==> config.mk <==
export PLATFORM = sky130hd
export DESIGN_NAME = regfile_sb_flat
export DESIGN_NICKNAME = d
export VERILOG_FILES = /design/src/rtl/regfile_sb_pkg.sv /design/src/rtl/regfile_sb_if.sv /design/src/rtl/regfile_merge.sv /design/src/rtl/regfile_sb.sv /design/src/flat_wrapper.sv
export SDC_FILE = /design/constraint.sdc
export NUM_CORES = 2
export LEC_CHECK = 0
export ABC_AREA = 1
export BUFFER_PORTS_ARGS = -buffer_cell sky130_fd_sc_hd__buf_2
export CELL_PAD_IN_SITES_DETAIL_PLACEMENT = 2
export CELL_PAD_IN_SITES_GLOBAL_PLACEMENT = 2
export CORE_MARGIN = 4
export CORE_UTILIZATION = 30
export CTS_BUF_LIST = sky130_fd_sc_hd__clkbuf_16
export CTS_CLUSTER_SIZE = 14
export DETAILED_ROUTE_END_ITERATION = 12
export PLACE_DENSITY = 0.76
export SYNTH_ARGS = -nofsm -noshare
export SYNTH_HDL_FRONTEND = slang
export SYNTH_SLANG_ARGS = --single-unit
export TNS_END_PERCENT = 10
==> constraint.sdc <==
create_clock -name clk -period 2.36 [get_ports clk]
set_input_delay 0.118 -clock clk [delete_from_list [all_inputs] [get_ports clk]]
set_output_delay 0.118 -clock clk [all_outputs]
set_load 0.01 [all_outputs]
==> src/rtl/regfile_sb_pkg.sv <==
// rtl/regfile_sb_pkg.sv - shared constants and write-mode encoding for the register file
// Contents:
//   DEF_* defaults shared between the register file and the decoder
//   wr_mode_e  half-word merge selector used by the writeback port
package regfile_sb_pkg;

   localparam int DEF_DATA_W   = 32;
   localparam int DEF_NUM_REGS = 16;
   localparam int DEF_ADDR_W   = 4;
   localparam int DEF_ZERO_REG = 14;
   localparam int DEF_NUM_RD   = 2;

   // Encoding 3 is not named: it behaves exactly like FULL.
   typedef enum logic [1:0] {
      WR_FULL = 2'd0,
      WR_LOW  = 2'd1,
      WR_HIGH = 2'd2
   } wr_mode_e;

endpackage

==> src/rtl/regfile_sb_if.sv <==
// rtl/regfile_sb_if.sv - decode/writeback bus of the register file
// Signals:
//   wr_en/wr_addr/wr_data/wr_mode  writeback port
//   load_lock                      bulk ROM load in progress, blocks writeback
//   rd_addr/rd_data/rd_busy        packed operand read ports, port 0 in LSBs
//   st_addr/st_data                store-data read port
//   iss_en/iss_addr                issue of a multi-cycle producer
//   stall                          decode must hold
// Modports: master = decode/writeback side, slave = register file.
interface regfile_sb_if
   import regfile_sb_pkg::*;
#(
   parameter int DATA_W = DEF_DATA_W,
   parameter int ADDR_W = DEF_ADDR_W,
   parameter int NUM_RD = DEF_NUM_RD
);

   logic                     wr_en;
   logic [ADDR_W-1:0]        wr_addr;
   logic [DATA_W-1:0]        wr_data;
   logic [1:0]               wr_mode;
   logic                     load_lock;
   logic [NUM_RD*ADDR_W-1:0] rd_addr;
   logic [NUM_RD*DATA_W-1:0] rd_data;
   logic [NUM_RD-1:0]        rd_busy;
   logic [ADDR_W-1:0]        st_addr;
   logic [DATA_W-1:0]        st_data;
   logic                     iss_en;
   logic [ADDR_W-1:0]        iss_addr;
   logic                     stall;

   modport master (
      output wr_en, wr_addr, wr_data, wr_mode, load_lock,
      output rd_addr, st_addr, iss_en, iss_addr,
      input  rd_data, rd_busy, st_data, stall
   );

   modport slave (
      input  wr_en, wr_addr, wr_data, wr_mode, load_lock,
      input  rd_addr, st_addr, iss_en, iss_addr,
      output rd_data, rd_busy, st_data, stall
   );

endinterface

==> src/rtl/regfile_merge.sv <==
// rtl/regfile_merge.sv - half-word merge of old and new register data
// Ports:
//   mode      write mode (FULL, LOW, HIGH; 3 acts as FULL)
//   old_data  current register contents
//   new_data  writeback data
//   merged    value the register holds after the write
module regfile_merge
   import regfile_sb_pkg::*;
#(
   parameter int DATA_W = DEF_DATA_W
) (
   input  logic [1:0]        mode,
   input  logic [DATA_W-1:0] old_data,
   input  logic [DATA_W-1:0] new_data,
   output logic [DATA_W-1:0] merged
);

   localparam int HALF = DATA_W / 2;

   always_comb begin
      merged = new_data;
      case (mode)
         WR_FULL: merged = new_data;
         WR_LOW:  merged = {old_data[DATA_W-1:HALF], new_data[HALF-1:0]};
         WR_HIGH: merged = {new_data[DATA_W-1:HALF], old_data[HALF-1:0]};
         default: merged = new_data;
      endcase
   end

endmodule

==> src/rtl/regfile_sb.sv <==
// rtl/regfile_sb.sv - parametrised register file with zero register, bypass and busy scoreboard
// Ports:
//   clk  system clock
//   rst  synchronous active-high reset, clears registers and busy bits
//   bus  regfile_sb_if slave: writeback, operand/store reads, issue, stall
module regfile_sb
   import regfile_sb_pkg::*;
#(
   parameter int DATA_W   = DEF_DATA_W,
   parameter int NUM_REGS = DEF_NUM_REGS,
   parameter int ADDR_W   = DEF_ADDR_W,
   parameter int ZERO_REG = DEF_ZERO_REG,
   parameter int NUM_RD   = DEF_NUM_RD
) (
   input logic         clk,
   input logic         rst,
   regfile_sb_if.slave bus
);

   localparam logic [ADDR_W-1:0] ZERO_A = ADDR_W'(ZERO_REG);

   logic [DATA_W-1:0]   regs_q [NUM_REGS];
   logic [DATA_W-1:0]   regs_d [NUM_REGS];
   logic [NUM_REGS-1:0] busy_q;
   logic [NUM_REGS-1:0] busy_d;

   logic                     wr_hit;
   logic                     iss_hit;
   logic [DATA_W-1:0]        old_data;
   logic [DATA_W-1:0]        wr_merged;
   logic [NUM_RD*DATA_W-1:0] rd_data_c;
   logic [NUM_RD-1:0]        rd_busy_c;

   // Addresses past NUM_REGS only exist when the parameters disagree.
   function automatic logic in_range(input logic [ADDR_W-1:0] a);
      return int'(a) < NUM_REGS;
   endfunction

   // A read of the address being written this cycle sees the write.
   function automatic logic bypass(input logic [ADDR_W-1:0] a);
      return wr_hit && (a == bus.wr_addr);
   endfunction

   function automatic logic [DATA_W-1:0] read_val(input logic [ADDR_W-1:0] a);
      if (!in_range(a) || a == ZERO_A) return '0;
      if (bypass(a)) return wr_merged;
      return regs_q[a];
   endfunction

   // A pending producer stops being a hazard in the cycle its result arrives.
   function automatic logic busy_eff(input logic [ADDR_W-1:0] a);
      if (!in_range(a)) return 1'b0;
      return busy_q[a] && !bypass(a);
   endfunction

   assign wr_hit  = bus.wr_en && !bus.load_lock && (bus.wr_addr != ZERO_A)
                    && in_range(bus.wr_addr);
   assign iss_hit = bus.iss_en && (bus.iss_addr != ZERO_A) && in_range(bus.iss_addr);

   assign old_data = in_range(bus.wr_addr) ? regs_q[bus.wr_addr] : '0;

   // One merge result feeds both the register update and every bypassed read.
   regfile_merge #(.DATA_W(DATA_W)) u_merge (
      .mode     (bus.wr_mode),
      .old_data (old_data),
      .new_data (bus.wr_data),
      .merged   (wr_merged)
   );

   always_comb begin
      rd_data_c = '0;
      rd_busy_c = '0;
      for (int i = 0; i < NUM_RD; i++) begin
         rd_data_c[i*DATA_W +: DATA_W] = read_val(bus.rd_addr[i*ADDR_W +: ADDR_W]);
         rd_busy_c[i]                  = busy_eff(bus.rd_addr[i*ADDR_W +: ADDR_W]);
      end
   end

   assign bus.rd_data = rd_data_c;
   assign bus.rd_busy = rd_busy_c;
   assign bus.st_data = read_val(bus.st_addr);
   // Operand RAW hazards plus WAW against a still-pending producer.
   assign bus.stall   = (|rd_busy_c) || (bus.iss_en && busy_eff(bus.iss_addr));

   always_comb begin
      regs_d = regs_q;
      busy_d = busy_q;
      if (wr_hit) begin
         regs_d[bus.wr_addr] = wr_merged;
         busy_d[bus.wr_addr] = 1'b0;
      end
      // Applied after the clear so a same-cycle issue to the same register wins.
      if (iss_hit) begin
         busy_d[bus.iss_addr] = 1'b1;
      end
   end

   always_ff @(posedge clk) begin
      if (rst) begin
         for (int i = 0; i < NUM_REGS; i++) begin
            regs_q[i] <= '0;
         end
         busy_q <= '0;
      end else begin
         regs_q <= regs_d;
         busy_q <= busy_d;
      end
   end

endmodule

==> src/flat_wrapper.sv <==
// flat-port wrapper written by rule: the top's interface ports become plain ports
module regfile_sb_flat import regfile_sb_pkg::*;
#(
   parameter int DATA_W   = DEF_DATA_W,
   parameter int NUM_REGS = DEF_NUM_REGS,
   parameter int ADDR_W   = DEF_ADDR_W,
   parameter int ZERO_REG = DEF_ZERO_REG,
   parameter int NUM_RD   = DEF_NUM_RD
)
  (clk, rst, bus_wr_en, bus_wr_addr, bus_wr_data, bus_wr_mode, bus_load_lock, bus_rd_addr, bus_st_addr, bus_iss_en, bus_iss_addr, bus_rd_data, bus_rd_busy, bus_st_data, bus_stall);
  regfile_sb_if #(.DATA_W(DATA_W), .ADDR_W(ADDR_W), .NUM_RD(NUM_RD)) bus_i ();
  input logic clk;
  input logic rst;
  input wire logic [$bits(bus_i.wr_en)-1:0] bus_wr_en;
  input wire logic [$bits(bus_i.wr_addr)-1:0] bus_wr_addr;
  input wire logic [$bits(bus_i.wr_data)-1:0] bus_wr_data;
  input wire logic [$bits(bus_i.wr_mode)-1:0] bus_wr_mode;
  input wire logic [$bits(bus_i.load_lock)-1:0] bus_load_lock;
  input wire logic [$bits(bus_i.rd_addr)-1:0] bus_rd_addr;
  input wire logic [$bits(bus_i.st_addr)-1:0] bus_st_addr;
  input wire logic [$bits(bus_i.iss_en)-1:0] bus_iss_en;
  input wire logic [$bits(bus_i.iss_addr)-1:0] bus_iss_addr;
  output wire logic [$bits(bus_i.rd_data)-1:0] bus_rd_data;
  output wire logic [$bits(bus_i.rd_busy)-1:0] bus_rd_busy;
  output wire logic [$bits(bus_i.st_data)-1:0] bus_st_data;
  output wire logic [$bits(bus_i.stall)-1:0] bus_stall;
  assign bus_i.wr_en = bus_wr_en;
  assign bus_i.wr_addr = bus_wr_addr;
  assign bus_i.wr_data = bus_wr_data;
  assign bus_i.wr_mode = bus_wr_mode;
  assign bus_i.load_lock = bus_load_lock;
  assign bus_i.rd_addr = bus_rd_addr;
  assign bus_i.st_addr = bus_st_addr;
  assign bus_i.iss_en = bus_iss_en;
  assign bus_i.iss_addr = bus_iss_addr;
  assign bus_rd_data = bus_i.rd_data;
  assign bus_rd_busy = bus_i.rd_busy;
  assign bus_st_data = bus_i.st_data;
  assign bus_stall = bus_i.stall;
  regfile_sb #(.DATA_W(DATA_W), .NUM_REGS(NUM_REGS), .ADDR_W(ADDR_W), .ZERO_REG(ZERO_REG), .NUM_RD(NUM_RD)) u_core (.clk(clk), .rst(rst), .bus(bus_i));
endmodule
==> metrics <==
status=finished, violations left; violated checks=setup timing; DRT antenna net count=0; skew final=roughly 30 ps; Setup crit end kind=output port; path type of the worst min-delay path=primary input to register; yosys warns=0; Area Growth Syn to Fin=22.8%; Synth area leaders=nand2_1 28%, dfxtp_1 24%, nand3_1 21%, inv_1 8.6%, a21oi_1 6.6%; WL/cell=30.8 um; final setup fails=57; die height=395 um; VDD IR max=~490 uV; Worst Setup Start Kind=register; Avg Cell Area, Syn=5.28 um^2; initial antenna violation count=17; pre-CTS setup slack=-30.0 ps; post-synthesis simple-gate area fraction=50.5%; sequential area share after synthesis=23.5%; Layout Utilization=a little under two fifths; Yosys reg bits=around 530; slowest stage cell, crit path=dfxtp_2; final WL=325 mm; leakage=between 20 and 30 nW; Rel. slew slack=between 40 and 50%; cells along the critical path=inv_2 > o21ai_2 > nand2_1 > nand2_1 > nand2_1 > nand2_2 > o21ai_4 > nand3_2 > nand2_4 > inv_1 > buf_2; clock slew at reported path FFs=approximately 70 ps; first-pass GRT wire length=approximately 440 mm; cts bufs inserted=75; Starting Density=a little over 30%; IO Pins=~160; Synth Instances=8506; total track usage=37.8%; crit path buf inv count=3; Synth Area in XOR/XNOR=0.195%; layout cell share with drive strength beyond 1=16.8%; most frequent CP cell=nand2_1; Compound-Gate Fraction of Synth Area=10.2%; cell taking the most area after synthesis=nand2_1; htree depth=3; top cell family by delay on the critical path=simple AND/OR/NAND/NOR gates; Bufs on Longest Clock Path=3; unrepaired setup endpoints after global routing=true; final hold violation count=0; Setup TNS Final=-4710 ps; GPL Wtd Cong=~0.91; Critical Path RT=roughly 2200 ps; CP Class=register to output port; Row Count=between 100 and 150; max-slew violation count=0; nets@finish=roughly 8600; Tcrit/Tclk final=111%; slack of the critical path=-249 ps; number of distinct library cells after synthesis=29; Core Area=between 0.1 and 0.15 mm^2; Synth Area in Adders=less than 1%; DRC=0; CTS Sinks=~530; Die W=395 um; DR iter-0 viols=between 7000 and 8000; Post-DP HPWL=approximately 200 mm; pin count of the biggest net entering global routing=74; crit path max fanout=4; placed instance area=around 0.05 mm^2; Finished Cell Area=0.0551 mm^2; minimum clock period=around 2600 ps; CTS tree=yes; worst-case hold slack=0.208 ps; port bufs=~160; vias in the first global route=65800; DRT Pass-1 Iters=7; CP arrival=2490 ps; Via density=6.16; Fmax achieved=383 MHz; Yosys top cell area share=27.5%; Clk Tree Root Cell=clkbuf_16; Via Count=about 65000; pwr dens=490 mW/mm^2; Least-Margin Pin Slew=about 820 ps; clk_lat worst skew=~700 ps; CP peak stage delay=~380 ps; mux share of post-synthesis cell area=0%; largest family of logic cells by synthesized area=simple AND/OR/NAND/NOR gates; grt total ovfl=0; maxcap violations=0; Synth Cell Area=between 0.04 and 0.05 mm^2; Post-Synthesis Net Count=between 8000 and 9000; Die ar.=around 0.16 mm^2
[synthesized netlist by cell type]
cell type  instances
nand2_1         3294
nand3_1         1844
inv_1           1027
a21oi_1          592
dfxtp_1          528
clkbuf_1         358
nor2_1           257
o21ai_0          212
buf_2            145
buf_1             95
buf_4             47
o21ai_4           32
buf_6             21
inv_2             17
xor2_1             8
o211ai_1           4
clkinv_1           3
nor2_2             3
nor3_2             3
nor4_1             3
ha_1               2
nand3_2            2
nand4_1            2
xnor2_1            2
a21oi_2            1
inv_4              1
nor3_1             1
o21bai_1           1
o22ai_1            1
[path summary, 6_finish.rpt]
check	slack, ps	endpoint	from	cells after the start
worst max register to register	220	u_core.regs_q[275]	u_core.regs_q[467]	13
worst max-delay path	-250	bus_rd_data[25]	u_core.regs_q[249]	11
worst min register to register	460	u_core.regs_q[35]	u_core.regs_q[35]	2
worst min-delay path	0.2	u_core.regs_q[296]	bus_wr_data[8]	5
[worst reg2reg max path: stages, from the launching register on]
cell and delay [ps]:
dfxtp_1 360, nand2_1 110, nand2_1 70, nand2_1 60, nand2_1 50, nand2_1 60, nand2_2 70, o21ai_4 410
buf_4 190, buf_4 110, buf_4 220, nand3_1 120, nand2_1 100, inv_1 80
[per-stage QoR]
stage	power [W]	instances
floorplan	0.0121	8506
global placement	0.0151	10300
detailed placement	0.0153	10300
CTS	0.0265	10500
global route	0.0276	10600
finish	0.0270	10600
[state kept, by name, indices dropped and copies added, names as in the netlist]
| signal | count |
|---|---|
| u_core.busy_q | 16 |
| u_core.regs_q | 512 |
[what timing repair did]
item,in CTS,in global routing
buffers inserted,6,50
pin swaps,16,123
gates resized for setup,177,630
hold buffers,22,0
endpoints found under the setup margin,69,93
hold endpoints to repair,195,0
[layer usage]
layer | vias up | GRT usage, % | wire (um)
li1 | 26800 | - | -
met4 | 12 | 22.9 | 26800
met3 | 1492 | 8.13 | 36700
met2 | 4225 | 58.8 | 138000
met5 | - | 0 | 81
met1 | 32400 | 47.6 | 123000
[cells by family after synthesis]
| group | after synthesis |
|---|---|
| buffers and inverters | 1714 |
| XOR/XNOR | 10 |
| AO/OA/AOI/OAI | 843 |
| adder cells (fa/ha/maj) | 2 |
| AND/OR/NAND/NOR | 5409 |
| flip-flops | 528 |
[power breakdown]
group          total (W)  switching (W)  internal [W]
clock network     0.0113        0.00522       0.00608
registers        0.00915       0.000167       0.00899
logic            0.00656        0.00476       0.00179
[area by class of cell]
cell class | instances | area (um^2)
clock inverter | 49 | 292
antenna | 5 | 12.5
multi-input combinational | 6264 | 28600
inverter | 1048 | 4010
sequential | 528 | 11100
timing repair buffer | 656 | 6810
fill | 18600 | 93100
clock buffer | 77 | 1930
tap | 1930 | 2410
[cells in the final DEF (no fill, tap or decap), types with 7 or more instances in the layout]
cell           synthesis  final
inv_1               1027    983
o21ai_0              212    140
dfxtp_2                0    260
buf_2                145    128
o21ai_4               32     32
o21ai_1                0     58
nand2_4                0     33
clkinv_2               0      8
nand2_2                0    133
a21oi_1              592    553
xor2_1                 8      8
clkinv_1               3     17
dfxtp_1              528    216
dfxtp_4                0     52
buf_6                 21     17
nand3_2                2     61
clkbuf_16              0     77
inv_4                  1     11
dlygate4sd3_1          0     22
buf_4                 47    320
a21oi_2                1     37
o21ai_2                0     14
inv_2                 17     61
nor2_1               257    255
nand3_1             1844   1782
inv_6                  0      7
nand2_1             3294   3128
buf_12                 0    164
Power figures use the tool's default switching activity.
